$ cat src/rtl/outport_sw_allocator.sv
`default_nettype none
// ============================================================================
// Module   : outport_sw_allocator
// Brief    : Round-robin wormhole switch allocator for a single output port,
//            gated by a downstream credit counter.
// Revision : 1.0
// ============================================================================
module outport_sw_allocator #(
    parameter int IN_PORTS  = 7,
    parameter int LOG_PORTS = 3,
    parameter int CREDITS   = 4,
    parameter int CREDIT_W  = 3
) (
    input  logic                 clk,
    input  logic                 rst_n,
    input  logic [IN_PORTS-1:0]  req,
    input  logic [IN_PORTS-1:0]  is_head,
    input  logic [IN_PORTS-1:0]  is_tail,
    input  logic                 credit_in,
    output logic [IN_PORTS-1:0]  grant,
    output logic [LOG_PORTS-1:0] grant_id,
    output logic                 grant_valid,
    output logic                 xfer,
    output logic [CREDIT_W-1:0]  credit_cnt,
    output logic                 credit_err
);

    localparam logic [CREDIT_W-1:0]  c_credit_max = CREDIT_W'(CREDITS);
    localparam logic [LOG_PORTS-1:0] c_rr_reset   = LOG_PORTS'(IN_PORTS - 1);
    localparam logic [IN_PORTS-1:0]  c_onehot_lsb = IN_PORTS'(1);

    typedef enum logic [0:0] {
        ST_IDLE   = 1'b0,
        ST_LOCKED = 1'b1
    } state_t;

    state_t                 r_state;
    state_t                 w_state_nxt;
    logic [IN_PORTS-1:0]    r_grant;
    logic [IN_PORTS-1:0]    w_grant_nxt;
    logic [LOG_PORTS-1:0]   r_grant_id;
    logic [LOG_PORTS-1:0]   w_grant_id_nxt;
    logic                   r_grant_valid;
    logic                   w_grant_valid_nxt;
    logic [LOG_PORTS-1:0]   r_rr_ptr;
    logic [LOG_PORTS-1:0]   w_rr_ptr_nxt;
    logic [CREDIT_W-1:0]    r_credit_cnt;
    logic [CREDIT_W-1:0]    w_credit_cnt_nxt;
    logic                   r_credit_err;
    logic                   w_credit_err_nxt;

    logic                   w_has_credit;
    logic [IN_PORTS-1:0]    w_eligible;
    logic                   w_owner_req;
    logic                   w_owner_tail;
    logic                   w_xfer;
    logic                   w_pick_found;
    logic [LOG_PORTS-1:0]   w_pick_id;
    int                     w_idx;

    assign w_has_credit = (r_credit_cnt != '0);
    assign w_owner_req  = req[r_grant_id];
    assign w_owner_tail = is_tail[r_grant_id];
    assign w_xfer       = r_grant_valid & w_owner_req & w_has_credit;

    // Only head flits may open a packet, and only when a downstream slot exists.
    generate
        for (genvar gi = 0; gi < IN_PORTS; gi++) begin : g_eligible
            assign w_eligible[gi] = req[gi] & is_head[gi] & w_has_credit;
        end
    endgenerate

    // Search starts one past the last owner, so that owner has lowest priority.
    always_comb begin
        w_pick_found = 1'b0;
        w_pick_id    = '0;
        w_idx        = 0;
        for (int k = 1; k <= IN_PORTS; k++) begin
            w_idx = (int'(r_rr_ptr) + k) % IN_PORTS;
            if (!w_pick_found && w_eligible[w_idx]) begin
                w_pick_found = 1'b1;
                w_pick_id    = LOG_PORTS'(w_idx);
            end
        end
    end

    always_comb begin
        w_state_nxt       = r_state;
        w_grant_nxt       = r_grant;
        w_grant_id_nxt    = r_grant_id;
        w_grant_valid_nxt = r_grant_valid;
        w_rr_ptr_nxt      = r_rr_ptr;
        case (r_state)
            ST_IDLE: begin
                if (w_pick_found) begin
                    w_state_nxt       = ST_LOCKED;
                    w_grant_nxt       = c_onehot_lsb << w_pick_id;
                    w_grant_id_nxt    = w_pick_id;
                    w_grant_valid_nxt = 1'b1;
                end
            end
            ST_LOCKED: begin
                // grant_id is kept after release; only grant/grant_valid drop.
                if (w_xfer && w_owner_tail) begin
                    w_state_nxt       = ST_IDLE;
                    w_grant_nxt       = '0;
                    w_grant_valid_nxt = 1'b0;
                    w_rr_ptr_nxt      = r_grant_id;
                end
            end
            default: begin
                w_state_nxt       = ST_IDLE;
                w_grant_nxt       = '0;
                w_grant_valid_nxt = 1'b0;
            end
        endcase
    end

    always_comb begin
        w_credit_cnt_nxt = r_credit_cnt;
        w_credit_err_nxt = r_credit_err;
        case ({w_xfer, credit_in})
            2'b10: w_credit_cnt_nxt = r_credit_cnt - CREDIT_W'(1);
            2'b01: begin
                if (r_credit_cnt == c_credit_max) begin
                    w_credit_err_nxt = 1'b1;
                end else begin
                    w_credit_cnt_nxt = r_credit_cnt + CREDIT_W'(1);
                end
            end
            default: w_credit_cnt_nxt = r_credit_cnt;
        endcase
    end

    always_ff @(posedge clk) begin
        if (!rst_n) begin
            r_state       <= ST_IDLE;
            r_grant       <= '0;
            r_grant_id    <= '0;
            r_grant_valid <= 1'b0;
            r_rr_ptr      <= c_rr_reset;
            r_credit_cnt  <= c_credit_max;
            r_credit_err  <= 1'b0;
        end else begin
            r_state       <= w_state_nxt;
            r_grant       <= w_grant_nxt;
            r_grant_id    <= w_grant_id_nxt;
            r_grant_valid <= w_grant_valid_nxt;
            r_rr_ptr      <= w_rr_ptr_nxt;
            r_credit_cnt  <= w_credit_cnt_nxt;
            r_credit_err  <= w_credit_err_nxt;
        end
    end

    assign grant       = r_grant;
    assign grant_id    = r_grant_id;
    assign grant_valid = r_grant_valid;
    assign xfer        = w_xfer;
    assign credit_cnt  = r_credit_cnt;
    assign credit_err  = r_credit_err;

endmodule
`default_nettype wire

$ cat config.mk
export PLATFORM = sky130hd
export DESIGN_NAME = outport_sw_allocator
export DESIGN_NICKNAME = d
export VERILOG_FILES = /design/src/rtl/outport_sw_allocator.sv
export SDC_FILE = /design/constraint.sdc
export NUM_CORES = 1
export LEC_CHECK = 0
export CAP_MARGIN = 5
export CELL_PAD_IN_SITES_DETAIL_PLACEMENT = 1
export CELL_PAD_IN_SITES_GLOBAL_PLACEMENT = 1
export CORE_MARGIN = 3
export CORE_UTILIZATION = 47
export DETAILED_ROUTE_END_ITERATION = 12
export GPL_ROUTABILITY_DRIVEN = 0
export PLACE_DENSITY_LB_ADDON = 0.12
export SYNTH_ARGS = -nofsm -noshare
export SYNTH_HDL_FRONTEND = slang
export SYNTH_SLANG_ARGS = --single-unit
$ cat constraint.sdc
create_clock -name clk -period 12.7 [get_ports clk]
set_input_delay 1.27 -clock clk [delete_from_list [all_inputs] [get_ports clk]]
set_output_delay 1.27 -clock clk [all_outputs]
set_load 0.01 [all_outputs]
==> results of run 1 <==
-- placed cells by master, fill, tap and decap left out, types with 14 or more instances in the layout --
cell / instances
nor2_1: 41
clkdlybuf4s50_1: 39
nand2_1: 32
mux2i_1: 27
a21oi_1: 26
ha_1: 21
dfxtp_1: 19
o21ai_0: 15
inv_1: 14
xnor2_1: 14
-- flip-flops by register name (all words and copies together), names as in the netlist --
register,flops
grant,7
credit_cnt,3
grant_id,3
r_rr_ptr,3
credit_err,1
grant_valid,1
r_state,1
-- through the flow --
step / total power, mW / hold slack [ns]
floorplan: 0.487 / 0.499
global placement: 0.604 / 0.450
detailed placement: 0.624 / 0.463
CTS: 0.672 / 0.482
global route: 0.730 / 0.502
finish: 0.675 / 0.475
-- logic make-up after synthesis --
group | after synthesis | synth area share (%)
fa+ha+maj | 22 | 8.03
buf+inv | 43 | 5.93
simple gates | 148 | 22.1
xor+xnor | 16 | 4.73
mux | 35 | 12.2
compound gates | 156 | 36.2
flops | 19 | 10.8
-- worst max-delay path: cells and delay by family (launching register included) --
kind,cells,cell delay (ns)
adder cells (fa/ha/maj),3,1.42
AO/OA/AOI/OAI,6,1.32
multiplexers,2,0.92
buffers and inverters,2,0.75
flip-flops,1,0.73
AND/OR/NAND/NOR,2,0.51
XOR/XNOR,1,0.31
-- layer usage --
| layer | wire length [um] | up-vias | share of wire [%] | GRT usage (%) |
|---|---|---|---|---|
| li1 | - | 1754 | - | - |
| met1 | 5190 | 1863 | 43 | 37.2 |
| met2 | 5900 | 105 | 49 | 48.0 |
| met5 | 0 | - | 0 | 0 |
| met3 | 657 | 19 | 5.5 | 3.66 |
| met4 | 193 | 0 | 1.6 | 6.31 |
-- power by group through the flow --
stage,Combinational [mW],Sequential (mW),Clock [mW]
2_1_floorplan,0.385,0.102,0
3_3_place_gp,0.492,0.112,0
3_5_place_dp,0.511,0.113,0
4_1_cts,0.515,0.112,0.0454
5_1_grt,0.567,0.116,0.0473
6_report,0.519,0.112,0.0441
-- area by class of cell --
type                    instances  area share, %
multi-input cells             377           73.9
repair buffers                 44           10.8
flip-flops and latches         19           9.57
well taps                      96           3.02
inverters                      16           1.57
clock buffers                   3           1.04
clock inverters                 1          0.126
-- worst min-delay path by stage --
| stage | to | depth (start not counted) | slack, ns |
|---|---|---|---|
| after detailed placement | grant[6] | 2 | 0.46 |
| final | credit_err | 2 | 0.48 |
| after floorplan | grant[6] | 2 | 0.50 |
| after global placement | credit_err | 2 | 0.45 |
| after CTS | credit_err | 2 | 0.48 |
| after global routing | grant[4] | 1 | 0.50 |
==> impl_metrics.csv, run 1 <==
group,metric,value,unit
status,status,"completed",
synth,synth.net_count,485,
synth,syn_avg_cell_area,8.02,um^2
floorplan,dieArea,8570,um^2
cells_and_area,fillers,859,
synth,yosys-top-cells-count,"nor2_1, nand2_1, mux2i_1",
synth,netlist_area,3520,um^2
run,maxCapViolCount,0,
setup_path,crit_chain,"inv_1 > ha_1 > clkinv_1 > ha_1 > ha_1 > nor3b_1 > and3_1 > o21bai_1 > xnor2_2 > mux4_2 > mux2i_2 > o221ai_1 > a22o_1 > a32oi_1 > a21oi_1 > a32o_1",
setup_path,crit_end,"grant[1]",
sta,final-max-slew-violation-count,0,
synth,ys_types,98,
global_routing,grt_pass1_wl,19600,um
cells_and_area,final_area,3980,um^2
synth,yosysWarnings,0,
floorplan,chipWidth,92.6,um
synth,async_flop_share,0,%
setup_path,worst_path_max_delay_cell,"ha_1",
pwr,p_per_area,170,nW/um^2
sta,finalSetupTns,0,ns
setup_path,end_kind,"register",
sta,min_period_over_period,47.8,%
synth,yosys_most_used_dff,"dfxtp_1",
cells_and_area,area.sequential,380,um^2
worst_hold_path,min_path_type,"register to register",
cells_and_area,area_growth,12.9,%
sta,hold_viol_final,0,
pwr,combPwrFrac,76.9,%
setup_path,crit_path_frequent_cell,"ha_1",
global_routing,grt_pass1_vias,3769,
synth,synth_most_common_cell,"nor2_1",
pwr,p_clk_share,6.5,%
pwr,peakVddDrop,0.000102,V
global_routing,antenna_found_initial,0,
sta,post-route-min-period,6.07,ns
drt,num_vias,3741,
drt,wl_per_cell,21.5,um
global_routing,overflow,0,
place,place_inst,552,
cts,clkTransAtPathRegs,0.08,ns
cts,clock-sinks,19,
setup_path,crit_start,"r_rr_ptr[1]",
synth,synth_area_leaders,"dfxtp_1, mux2i_1, ha_1",
floorplan,core_area,7020,um^2
cts,cts_tree,"built",
cts,numCtsBuffers,3,
drt,first_iter_violations,297,
place,pre_cts_ws,6.74,ns
cts,cts_resized,0,
synth,yosysTopAreaCell,"dfxtp_1",
setup_path,worst-r2r-setup-slack,6.63,ns
floorplan,start_util,50.2,%
sta,setup_ws,6.63,ns
place,dpl-instance-area,3930,um^2
floorplan,io_pins,40,
place,port_buffers,39,
cts,cts-root-buf,"clkbuf_8",
drt,via_per_inst,6.73,
drt,wirelength,11900,um
cts,htreeDepth,1,
synth,synth-edff-count,0,
setup_path,cp.required,12.86,ns
setup_path,critPathKind,"register to register",
cells_and_area,antenna_cells,0,
setup_path,cp.arrival,6.23,ns
sta,setup_viol,0,
cts,max-clock-path-buffers,2,
cells_and_area,nNetsFinal,507,
cells_and_area,fin_cells,556,
sta,rsz0062_at_grt,"false",
sta,slew_headroom,30.5,%
sta,fin_skew,0.00153,ns
setup_path,cp_slowest_stage_delay,0.83,ns
global_routing,grt_usage,28.0,%
drt,first_pass_iters,4,
setup_path,timing.rr.end,"grant[1]",
synth,seq_area_frac_synth,10.8,%
pwr,seq_power_share,16.6,%
setup_path,r2r_cells,16,
sta,clock.fmax,165,MHz
floorplan,die_y,92.6,um
worst_hold_path,hold_start,"credit_err",
cells_and_area,multiInputGateArea,2940,um^2
pwr,p_int,0.325,mW
pwr,leakage,1.50,nW
drt,ant_nets,0,
floorplan,rows,30,
synth,yosysTopAreaCellShare,10.8,%
place,dp_hpwl,9220,um
setup_path,startpoint_type,"register",
global_routing,grt_start_max_net_pins,45,
cts,clock_latency,0.26,ns
cells_and_area,drive_gt1_share,10.4,%
pwr,switching_share,51.8,%
sta,worstMarginPinSlew,1.03,ns
cts,post_cts_buffers,0,
setup_path,critPathMaxFanout,19,
setup_path,r2r-start,"r_rr_ptr[1]",
drt,post-route-drc-count,0,
synth,synth_cells,439,
cts,hold_buffers,0,
pwr,p_switching,0.350,mW
cells_and_area,utilization,56.6,%
synth,ys_ff_latch,19,
(Power assumes the default switching activity.)
==> run 2: changes to the inputs <==
Settings changed: CORE_UTILIZATION 47 to 39.
Clock period 12.7 ns to 5.5 ns, I/O delays scaled along.
==> run 2 against run 1 <==
First-iteration DRC count shrank 38%. Core utilization is 11 points lower. Design area is 1.4% higher. Die area is 19% higher. Critical path depth is 1 lower. Critical path type unchanged. Clock power rose to 2.5 times the previous value. Non-clock buffer count grew 6.
==> impl_metrics.csv, run 2 (synthesis gave the netlist of run 1 again) <==
group,metric,value,unit
cells_and_area,nNetsFinal,513,
setup_path,cp.required,5.67,ns
setup_path,end_kind,"register",
pwr,combPwrFrac,76.7,%
setup_path,critPathMaxFanout,12,
cts,max-clock-path-buffers,2,
drt,first_iter_violations,184,
cells_and_area,area.sequential,382,um^2
place,pre_cts_ws,0.374,ns
place,dp_hpwl,9700,um
global_routing,grt_start_max_net_pins,33,
global_routing,grt_pass1_wl,19800,um
drt,wirelength,12400,um
cells_and_area,drive_gt1_share,11.6,%
run,maxCapViolCount,0,
cts,cts-root-buf,"clkbuf_8",
cells_and_area,multiInputGateArea,2930,um^2
sta,fin_skew,0.00647,ns
drt,post-route-drc-count,0,
setup_path,cp.arrival,5.18,ns
pwr,p_clk_share,7.1,%
floorplan,dieArea,10200,um^2
cells_and_area,utilization,46.0,%
pwr,p_per_area,393,nW/um^2
drt,wl_per_cell,21.6,um
setup_path,critPathTopFamily,"compound AO/OA/AOI/OAI gates",
pwr,leakage,1.53,nW
drt,num_vias,3712,
cts,clock-sinks,19,
sta,finalSetupTns,0,ns
cts,htreeDepth,1,
cells_and_area,fin_cells,574,
floorplan,chipWidth,101,um
floorplan,die_y,101,um
global_routing,grt_pass1_vias,3666,
setup_path,startpoint_type,"register",
worst_hold_path,hold_start,"grant[6]",
sta,final-max-slew-violation-count,0,
global_routing,overflow,0,
cells_and_area,largest_reg_flops,7,
sta,setup_ws,0.491,ns
setup_path,cp.buffers_inverters,0,
status,status,"completed",
floorplan,start_util,40.2,%
sta,post-route-min-period,5.01,ns
cells_and_area,final_common_cell,"nor2_1",
drt,via_per_inst,6.47,
setup_path,critPathKind,"register to register",
setup_path,cp_slowest_stage_delay,0.53,ns
sta,slew_headroom,41.9,%
place,place_inst,570,
global_routing,grt_usage,24.3,%
pwr,switching_share,51.7,%
setup_path,r2r-start,"r_rr_ptr[1]",
pwr,p_int,0.765,mW
cts,cts_tree,"built",
setup_path,crit_path_frequent_cell,"ha_1",
cells_and_area,fillers,1063,
sta,hold_viol_final,0,
setup_path,crit_start,"r_rr_ptr[1]",
cells_and_area,antenna_cells,0,
floorplan,io_pins,40,
sta,clock.fmax,200,MHz
pwr,seq_power_share,16.2,%
cts,hold_buffers,0,
setup_path,worst_path_max_delay_cell,"a2111o_1",
setup_path,crit_chain,"ha_1 > xnor2_4 > ha_1 > ha_1 > a211oi_2 > o221a_1 > nor3_2 > nor2_1 > nor3_1 > a2111o_1 > a2111oi_4 > nand2_1 > nor2_2 > a21oi_1 > a32o_1",
sta,min_period_over_period,91.1,%
global_routing,antenna_found_initial,0,
floorplan,rows,34,
sta,rsz0062_at_grt,"false",
worst_hold_path,min_path_type,"register to register",
pwr,peakVddDrop,0.000221,V
floorplan,core_area,8760,um^2
place,port_buffers,39,
cts,post_cts_buffers,0,
sta,setup_viol,0,
drt,first_pass_iters,6,
cts,clkTransAtPathRegs,0.09,ns
cells_and_area,final_cell_mix,"nor2_1, clkdlybuf4s50_1, nand2_1",
drt,ant_nets,0,
cts,numCtsBuffers,3,
cts,clock_latency,0.27,ns
pwr,p_switching,0.821,mW
cells_and_area,area_growth,14.5,%
sta,worstMarginPinSlew,0.849,ns
## run 2: cell count changes in the layout (fill, tap and decap cells not counted), sizes merged
cell	delta
clkinv	-1
buf	+6
clkinvlp	+1
## run 2: worst register-to-register path, stage by stage, from the launching register on
cell and delay, ns:
dfxtp_2 0.47, ha_1 0.44, xnor2_4 0.19, ha_1 0.24, ha_1 0.29, a211oi_2 0.40
o221a_1 0.30, nor3_2 0.07, nor2_1 0.41, nor3_1 0.19, a2111o_1 0.53, a2111oi_4 0.51
nand2_1 0.18, nor2_2 0.17, a21oi_1 0.19, a32o_1 0.33
## run 2: final cells by class
class | count | area share [%]
inverter | 16 | 1.55
tap | 108 | 3.35
sequential | 19 | 9.46
multi-input combinational | 377 | 72.7
clock buffer | 3 | 1.02
timing repair buffer | 50 | 11.7
clock inverter | 1 | 0.186
## run 2: worst paths after layout
check / endpoint / slack, ns / cells past startpoint
max: grant[1] / 0.49 / 15
min: grant[6] / 0.47 / 2
max reg2reg: grant[1] / 0.49 / 15
min reg2reg: grant[6] / 0.47 / 2
## run 2: repair_timing
| action | CTS | global route |
|---|---|---|
| hold endpoints to repair | 0 | 0 |
| gates resized for setup | 0 | 1 |
| setup endpoints to repair | 0 | 9 |
## run 2: stage by stage
stage          instance area (um^2)  total power, mW  hold WS, ns
2_1_floorplan                  3520             1.12        0.499
6_report                       4030             1.59        0.469
3_3_place_gp                   3980             1.43        0.452
3_5_place_dp                   3980             1.46        0.450
5_1_grt                        4030             1.71        0.505
4_1_cts                        4030             1.58        0.471
## run 2: metal layers
metal  vias to the layer above  part of all wire, %  track usage (%)
li1                       1773                    -                -
met1                      1830                   47             34.4
met2                        90                   47             39.2
met3                        19                  4.6             3.04
met4                         0                  1.5             5.62
met5                         -                    0                0
## run 2: power groups by stage
stage / logic, mW / registers, mW / clock network (mW)
finish: 1.22 / 0.257 / 0.112
global route: 1.32 / 0.266 / 0.118
CTS: 1.21 / 0.258 / 0.114
detailed placement: 1.20 / 0.261 / 0
global placement: 1.17 / 0.259 / 0
floorplan: 0.888 / 0.236 / 0
